### config.mk
export PLATFORM = sky130hd
export DESIGN_NAME = instr_fetch_unit
export DESIGN_NICKNAME = d
export VERILOG_FILES = /design/src/rtl/instr_fetch_unit_pkg.sv /design/src/rtl/instr_fetch_unit_ifid_reg.sv /design/src/rtl/instr_fetch_unit.sv
export SDC_FILE = /design/constraint.sdc
export NUM_CORES = 1
export LEC_CHECK = 0
export ABC_AREA = 1
export CORE_MARGIN = 2
export CORE_UTILIZATION = 51
export CTS_BUF_LIST = sky130_fd_sc_hd__clkbuf_8
export CTS_CLUSTER_SIZE = 16
export DETAILED_ROUTE_END_ITERATION = 10
export PLACE_DENSITY = 0.88
export SLEW_MARGIN = 40
export SYNTH_ARGS = -nofsm -noshare
export SYNTH_HDL_FRONTEND = slang
export SYNTH_SLANG_ARGS = --single-unit
export TNS_END_PERCENT = 30
### constraint.sdc
create_clock -name clk_i -period 2.47 [get_ports clk_i]
set_clock_uncertainty 0.2 [all_clocks]
set_input_delay 0.494 -clock clk_i [delete_from_list [all_inputs] [get_ports clk_i]]
set_output_delay 0.494 -clock clk_i [all_outputs]
set_load 0.05 [all_outputs]
### src/rtl/instr_fetch_unit_pkg.sv
// Shared types and constants for the instruction fetch unit.
// Holds FSM encoding, IF/ID bundle layout and fetch constants.
package instr_fetch_unit_pkg;

   typedef enum logic [1:0] {
      S_IDLE  = 2'd0,
      S_FETCH = 2'd1,
      S_HOLD  = 2'd2
   } state_t;

   typedef struct packed {
      logic [31:0] pc;
      logic [31:0] instr;
      logic        valid;
   } if_id_t;

   localparam logic [31:0] NOP_INSTR_DEF = 32'h0000_0000;
   localparam logic [31:0] PC_INCR       = 32'd4;

   function automatic if_id_t ifid_bubble(input logic [31:0] nop);
      if_id_t b;
      b.pc    = '0;
      b.instr = nop;
      b.valid = 1'b0;
      return b;
   endfunction

endpackage

### src/rtl/instr_fetch_unit_ifid_reg.sv
// IF/ID pipeline latch: 32+32+1 bits, load enable, synchronous clear.
// Clear wins over load so a flush can never be overwritten by a fetch.
module ifid_reg
   import instr_fetch_unit_pkg::*;
#(
   parameter logic [31:0] NOP_INSTR = NOP_INSTR_DEF
) (
   input  logic   clk,
   input  logic   rst,
   input  logic   clr,
   input  logic   load,
   input  if_id_t d,
   output if_id_t q
);

   always_ff @(posedge clk) begin
      if (rst || clr) begin
         q <= ifid_bubble(NOP_INSTR);
      end else if (load) begin
         q <= d;
      end
   end

endmodule

### src/rtl/instr_fetch_unit.sv
// Instruction fetch stage: drives imem, feeds IF/ID, handles
// decode stalls through a one-entry hold buffer and branch flushes.
module instr_fetch_unit
   import instr_fetch_unit_pkg::*;
#(
   parameter logic [31:0] NOP_INSTR = NOP_INSTR_DEF
) (
   input  logic        clk_i,
   input  logic        rst_i,
   input  logic        start_i,
   input  logic [31:0] pc_i,
   output logic        pc_stall_o,
   output logic        imem_req_o,
   output logic [31:0] imem_addr_o,
   input  logic        imem_ack_i,
   input  logic [31:0] imem_data_i,
   input  logic        stall_i,
   input  logic        flush_i,
   output logic [31:0] ifid_pc_o,
   output logic [31:0] ifid_instr_o,
   output logic        ifid_valid_o
);

   state_t      state;
   if_id_t      hold;
   if_id_t      ifid_d;
   if_id_t      ifid_q;
   logic        ifid_load;
   logic        ifid_clr;
   logic [31:0] pc_next;

   assign pc_next = pc_i + PC_INCR;

   // Handshake outputs stay combinational so a same-cycle ack
   // releases the PC immediately and sustains one fetch per clock.
   always_comb begin
      imem_req_o   = 1'b0;
      imem_addr_o  = pc_i;
      pc_stall_o   = 1'b1;
      ifid_load    = 1'b0;
      ifid_clr     = 1'b0;
      ifid_d.pc    = pc_next;
      ifid_d.instr = imem_data_i;
      ifid_d.valid = 1'b1;
      if (!rst_i) begin
         unique case (state)
            S_IDLE: begin
               pc_stall_o = 1'b1;
            end
            S_FETCH: begin
               if (!start_i) begin
                  pc_stall_o = 1'b1;
               end else if (flush_i) begin
                  pc_stall_o = 1'b0;
                  ifid_clr   = 1'b1;
               end else begin
                  imem_req_o = 1'b1;
                  pc_stall_o = !imem_ack_i;
                  ifid_load  = imem_ack_i && !stall_i;
               end
            end
            S_HOLD: begin
               if (!start_i) begin
                  pc_stall_o = 1'b1;
               end else if (flush_i) begin
                  pc_stall_o = 1'b0;
                  ifid_clr   = 1'b1;
               end else begin
                  ifid_load = !stall_i;
                  ifid_d    = hold;
               end
            end
            default: begin
               pc_stall_o = 1'b1;
            end
         endcase
      end
   end

   always_ff @(posedge clk_i) begin
      if (rst_i) begin
         state <= S_IDLE;
         hold  <= '0;
      end else begin
         unique case (state)
            S_IDLE: begin
               if (start_i) state <= S_FETCH;
            end
            S_FETCH: begin
               if (!start_i) begin
                  state <= S_IDLE;
                  hold  <= '0;
               end else if (flush_i) begin
                  state <= S_FETCH;
                  hold  <= '0;
               end else if (imem_ack_i && stall_i) begin
                  state <= S_HOLD;
                  hold  <= ifid_d;
               end
            end
            S_HOLD: begin
               if (!start_i) begin
                  state <= S_IDLE;
                  hold  <= '0;
               end else if (flush_i || !stall_i) begin
                  state <= S_FETCH;
                  hold  <= '0;
               end
            end
            default: begin
               state <= S_IDLE;
               hold  <= '0;
            end
         endcase
      end
   end

   ifid_reg #(
      .NOP_INSTR (NOP_INSTR)
   ) u_ifid (
      .clk  (clk_i),
      .rst  (rst_i),
      .clr  (ifid_clr),
      .load (ifid_load),
      .d    (ifid_d),
      .q    (ifid_q)
   );

   assign ifid_pc_o    = ifid_q.pc;
   assign ifid_instr_o = ifid_q.instr;
   assign ifid_valid_o = ifid_q.valid;

endmodule

### Yosys cells after proc, flatten, opt, wreduce, memory -nomap -nowiden

Index checks and enable logic that the tools add are counted.

| cells by class | value |
|---|---|
| bitwise gates (word level) | 1 |
| equal/unequal tests | 5 |
| reductions and logical operators | 10 |
| add/sub/neg operators | 1 |
| mux-type cells | 36 |

Operator list:

| operator | number |
|---|---|
| 65-bit 2-to-1 mux | 9 |
| 65-bit case mux with 3 select lines | 1 |
| 32-bit by 3-bit adder with 32-bit output, second input constant | 1 |
| 1-bit 2-to-1 mux | 17 |
| 2-bit 2-to-1 mux | 6 |
| 2-bit case mux with 3 select lines | 1 |
| 3-bit AND reduction | 2 |
| 4-bit inequality test, second input constant | 1 |
| 1-bit case mux with 2 select lines | 2 |
| 3-bit inequality test, second input constant | 1 |
| 2-bit by 1-bit equality test with 1-bit output, second input constant | 1 |
| 2-bit equality test, second input constant | 1 |
| 1-bit logical AND | 2 |
| 1-bit logical NOT | 2 |
| 2-bit logical NOT | 1 |
| 1-bit logical OR | 2 |
| 2-bit inequality test, second input constant | 1 |
| 2-bit OR reduction | 1 |
| 1-bit inverter | 1 |

| word-level totals | value |
|---|---|
| bits in registers | 132 |
| bits of input ports | 70 |
| output and inout bits | 99 |
| word-level logic and storage cells | 60 |

### Logic depth before layout (Yosys ltp)

| depth | value |
|---|---|
| depth after elaboration | 9 |
| gate-level depth with buffers | 13 |

### Cells and area by module

Synthesis repeated with hierarchy kept, for this count alone.

| second synthesis, totals | value |
|---|---|
| cells, all modules | 1172 |
| area total of the unflattened synthesis | 7181.9 um^2 |

Modules (own cells, without submodules):

| module | sequential area each (um^2) | instances | cells an instance | area each (um^2) |
|---|---|---|---|---|
| instr_fetch_unit | 1341.3 | 1 | 760 | 4536.9 |
| ifid_reg | 1301.2 | 1 | 412 | 2645.0 |

### Worst setup path before layout

OpenSTA, ideal clock, no wires.

| timing | value |
|---|---|
| path type | flip-flop to output port |
| start | register state[0] |
| end | output port pc_stall_o |
| stages on the path, launching flop included | 5 |
| arrival time | 1.720 ns |
| path buffers | 0 |
| path slack | 0.056 ns |
| path through | dfxtp_1 inv_1 ha_1 a21oi_1 o21ai_0 |

| on the way | value |
|---|---|
| longest elaborated chain between the ends | 3 |
| elaborated cells between the ends (all ways) | 4 |
| those cells by class | eq/ne: 2; mux: 2 |

RTL lines:

| what | RTL line | source |
|---|---|---|
| start: declaration | instr_fetch_unit.sv:24 | `state_t state;` |
| start signal: assignment | instr_fetch_unit.sv:82 | `state <= S_IDLE;` |
| start signal: assignment | instr_fetch_unit.sv:87 | `if (start_i) state <= S_FETCH;` |
| start signal: assignment | instr_fetch_unit.sv:91 | `state <= S_IDLE;` |
| 2-bit equality test or 2-bit by 1-bit equality test with 1-bit output (tied branches) | instr_fetch_unit.sv:46 | `unique case (state)` |
| 1-bit case mux with 2 select lines (*) | instr_fetch_unit.sv:46 |  |
| 1-bit 2-to-1 mux (*) | instr_fetch_unit.sv:45 | `if (!rst_i) begin` |
| end: declaration | instr_fetch_unit.sv:12 | `output logic pc_stall_o,` |

Every way passes the cells marked *; elsewhere a longest branch is shown, timed or not.

### Worst setup path in the final report

| timing | value |
|---|---|
| start | register u_ifid.q[53] in the netlist's numbering |
| end | output port ifid_pc_o[20] |

RTL lines:

| what | RTL line | source |
|---|---|---|
| start: declaration | instr_fetch_unit_ifid_reg.sv:13 | `output if_id_t q` |
| start signal: assignment | instr_fetch_unit_ifid_reg.sv:18 | `q <= ifid_bubble(NOP_INSTR);` |
| end: declaration | instr_fetch_unit.sv:19 | `output logic [31:0] ifid_pc_o,` |

No word-level cell between the ends.

==> flow_summary.yaml <==
outcome:
  status: "complete, no violations"
grt:
  antenna_found_initial: 0
  grt_pass1_vias: 6198
  grt_start_max_net_pins: 63
  grtUsageTotal: 0.271
  grt_pass1_wl_um: 29200
  grt_overflow: 0
yosys:
  ys_warn_count: 0
  seq_area_frac_synth: 0.405
  ys_seq_elements: 132
  synth_cell_types: 31
  syn_area_sq_um: 6530
  syn_inst: 954
  avgSynthCellArea_sq_um: 6.84
  synth_nets: 1030
critical_path:
  crit_path_end_kind: "output port"
  startpoint_type: "flip-flop"
  critPathTopFamily: "buffers and inverters"
  critPathSlowestCell: "clkdlybuf4s50_1"
  criticalPathCategory: "flip-flop to output port"
  critical_path.startpoint: "u_ifid.q[53]"
  cp_cell_sequence: "clkdlybuf4s50_1"
  r2r-start: "state[0]"
  arrival_ns: 1.69
  regToRegSetupSlack_ns: 0.33
  path_max_fanout: 2
  worst-path-buf-inv: 1
  critical_path_required_ns: 1.78
  reg2reg_depth: 10
  cp.depth: 1
  max_stage_delay_ns: 0.84
clock_tree:
  cts_hold_buf: 0
  cts_sinks: 132
  clk_pin_slew_worst_paths_ns: 0.08
  numCtsBuffers: 17
  cts-root-buf: "clkbuf_8"
  cts_tree: "built"
  insertion_delay_ns: 0.45
  h-tree-depth: 4
  max-clock-path-buffers: 2
final_layout:
  multi_input_area_sq_um: 3190
  regArea_sq_um: 2650
  drive_above_1_share: 0.142
  fillCellCount: 902
  syn_to_final_growth_pct: 42.4
  nets: 1198
  design_area_sq_um: 9300
  diodes: 0
  final_util: 0.740
route:
  drcViolationCount: 0
  ant_nets: 0
  vias: 6932
  drtPass1Iterations: 5
  post_drt_wl_per_cell_um: 14.3
  via_per_inst: 5.30
  drt-initial-drc-count: 702
  routed_wl_um: 18600
timing:
  setup_viol: 0
  maxSlewViolCount: 0
  period_needed_ns: 2.38
  period_share: 0.963
  relSlewSlack: 0.547
  hold_slack_ns: 0.195
  tns_ns: 0
  fmax_mhz: 420
  worst_pin_slew_ns: 0.680
  hold_viol: 0
floorplanning:
  start_util: 0.519
  core_sq_um: 12600
  fp.dieW_um: 117
  die_h_um: 117
  io_pins: 169
  row_count: 41
  dieArea_sq_um: 13700
place:
  place.port_buffers: 168
  place_area_sq_um: 8900
  gp_congestion: 0.947
  dp_hpwl_um: 13200
hold_path:
  hold_path_class: "input port to flip-flop"
  min_path_cells: 2
  worstHoldStart: "rst_i"
pwr:
  cell_internal_pwr_mw: 3.61
  pwr-share-seq: 0.424
  power_density_nw_per_um2: 563
  p_comb_frac: 0.240
  leakagePower_nw: 3.90
  ir_worst_vdd_mv: 0.522
  pwr-share-clk: 0.336
  netSwitchingPower_mw: 1.62
  power.share.switching: 0.310
run:
  timing.max_cap.violations: 0
-- worst reg2reg max path: stages (launching register included) --
cell     delay, ns
dfxtp_2       0.34
inv_1         0.09
ha_1          0.24
nand2_1       0.09
nor2_1        0.15
nand2_2       0.15
buf_12        0.21
mux2i_1       0.24
nor2_1        0.07
a21oi_1       0.15
nor2_1        0.06
-- logic make-up after synthesis --
kind of cell / count (synthesis) / synth area share
XOR/XNOR: 12 / 0.0161
flip-flops: 132 / 0.405
AO/OA/AOI/OAI: 229 / 0.184
AND/OR/NAND/NOR: 440 / 0.273
multiplexers: 1 / 0.00153
adder cells (fa/ha/maj): 6 / 0.0115
buffers and inverters: 134 / 0.109
-- Yosys cell counts (all sizes together) --
library cell	count	area (sq um)
xnor2	8	70.1
mux2i	1	10.0
o211ai	1	7.51
or3	1	6.26
nor2	123	479
or2	18	113
nand4	1	6.26
a31oi	36	225
nand3b	1	7.51
nand3	37	185
nand2	258	971
a211oi	2	15.0
xor2	4	35.0
clkbuf	20	75.1
inv	49	184
a22oi	2	15.0
dfxtp	132	2640
nor4	1	12.5
o21ai	70	350
buf	65	452
a21oi	118	591
ha	6	75.1
-- routing by layer --
layer / track usage / share of wire
met2: 0.485 / 0.51
met5: 0 / 0
met3: 0.0546 / 0.059
met1: 0.326 / 0.41
met4: 0.0910 / 0.026
-- path summary, 6_finish.rpt --
kind	endpoint
setup / recovery	ifid_pc_o[20]
hold / removal	hold[3]
setup reg to reg	hold[2]
hold reg to reg	hold[0]
-- registers in the layout, summed over array words and instances, names as in the netlist --
register,count
hold,65
u_ifid.q,65
state,2
-- cells in the final DEF (no fill, tap or decap), drive strengths merged, types with 2 or more instances in the layout --
master,synthesis,layout
or2,18,18
clkinv,0,7
o21ai,70,70
clkdlybuf4s50,0,132
buf,65,101
a22oi,2,2
ha,6,6
a21oi,118,118
dfxtp,132,132
clkinvlp,0,3
inv,49,51
xor2,4,4
a31oi,36,36
clkbuf,20,18
nor2,123,123
xnor2,8,8
nand3,37,37
bufinv,0,2
nand2,258,258
a211oi,2,2
-- power groups by stage --
stage               clock network, mW  registers (mW)  logic [mW]
finish                           1.76            2.22        1.26
global route                     1.89            2.23        1.34
CTS                              1.78            2.22        1.24
detailed placement                  0            2.27        1.23
global placement                    0            2.26        1.22
floorplan                           0            2.35       0.620
-- what timing repair did --
| item | 4_1_cts | 5_1_grt |
|---|---|---|
| cloned | 0 | 0 |
| endpoints found under the setup margin | 1 | 2 |
| hold endpoints to repair | 0 | 0 |
| setup buffers | 0 | 0 |
| resized for setup | 1 | 5 |
-- cell type report --
cell class,count,share of cell area
multi-input combinational,688,0.343
timing repair buffer,234,0.288
sequential,132,0.284
clock buffer,18,0.0266
tap,172,0.0231
inverter,49,0.0198
clock inverter,14,0.0151
-- stage by stage --
step	setup slack, ns	power [mW]	std cells
2_1_floorplan	0.0556	2.97	954
3_3_place_gp	0.00601	3.48	1275
3_5_place_dp	-0.0347	3.50	1275
4_1_cts	0.0140	5.24	1307
5_1_grt	-0.000722	5.45	1307
6_report	0.0906	5.24	1307
Power figures use the tool's default switching activity.
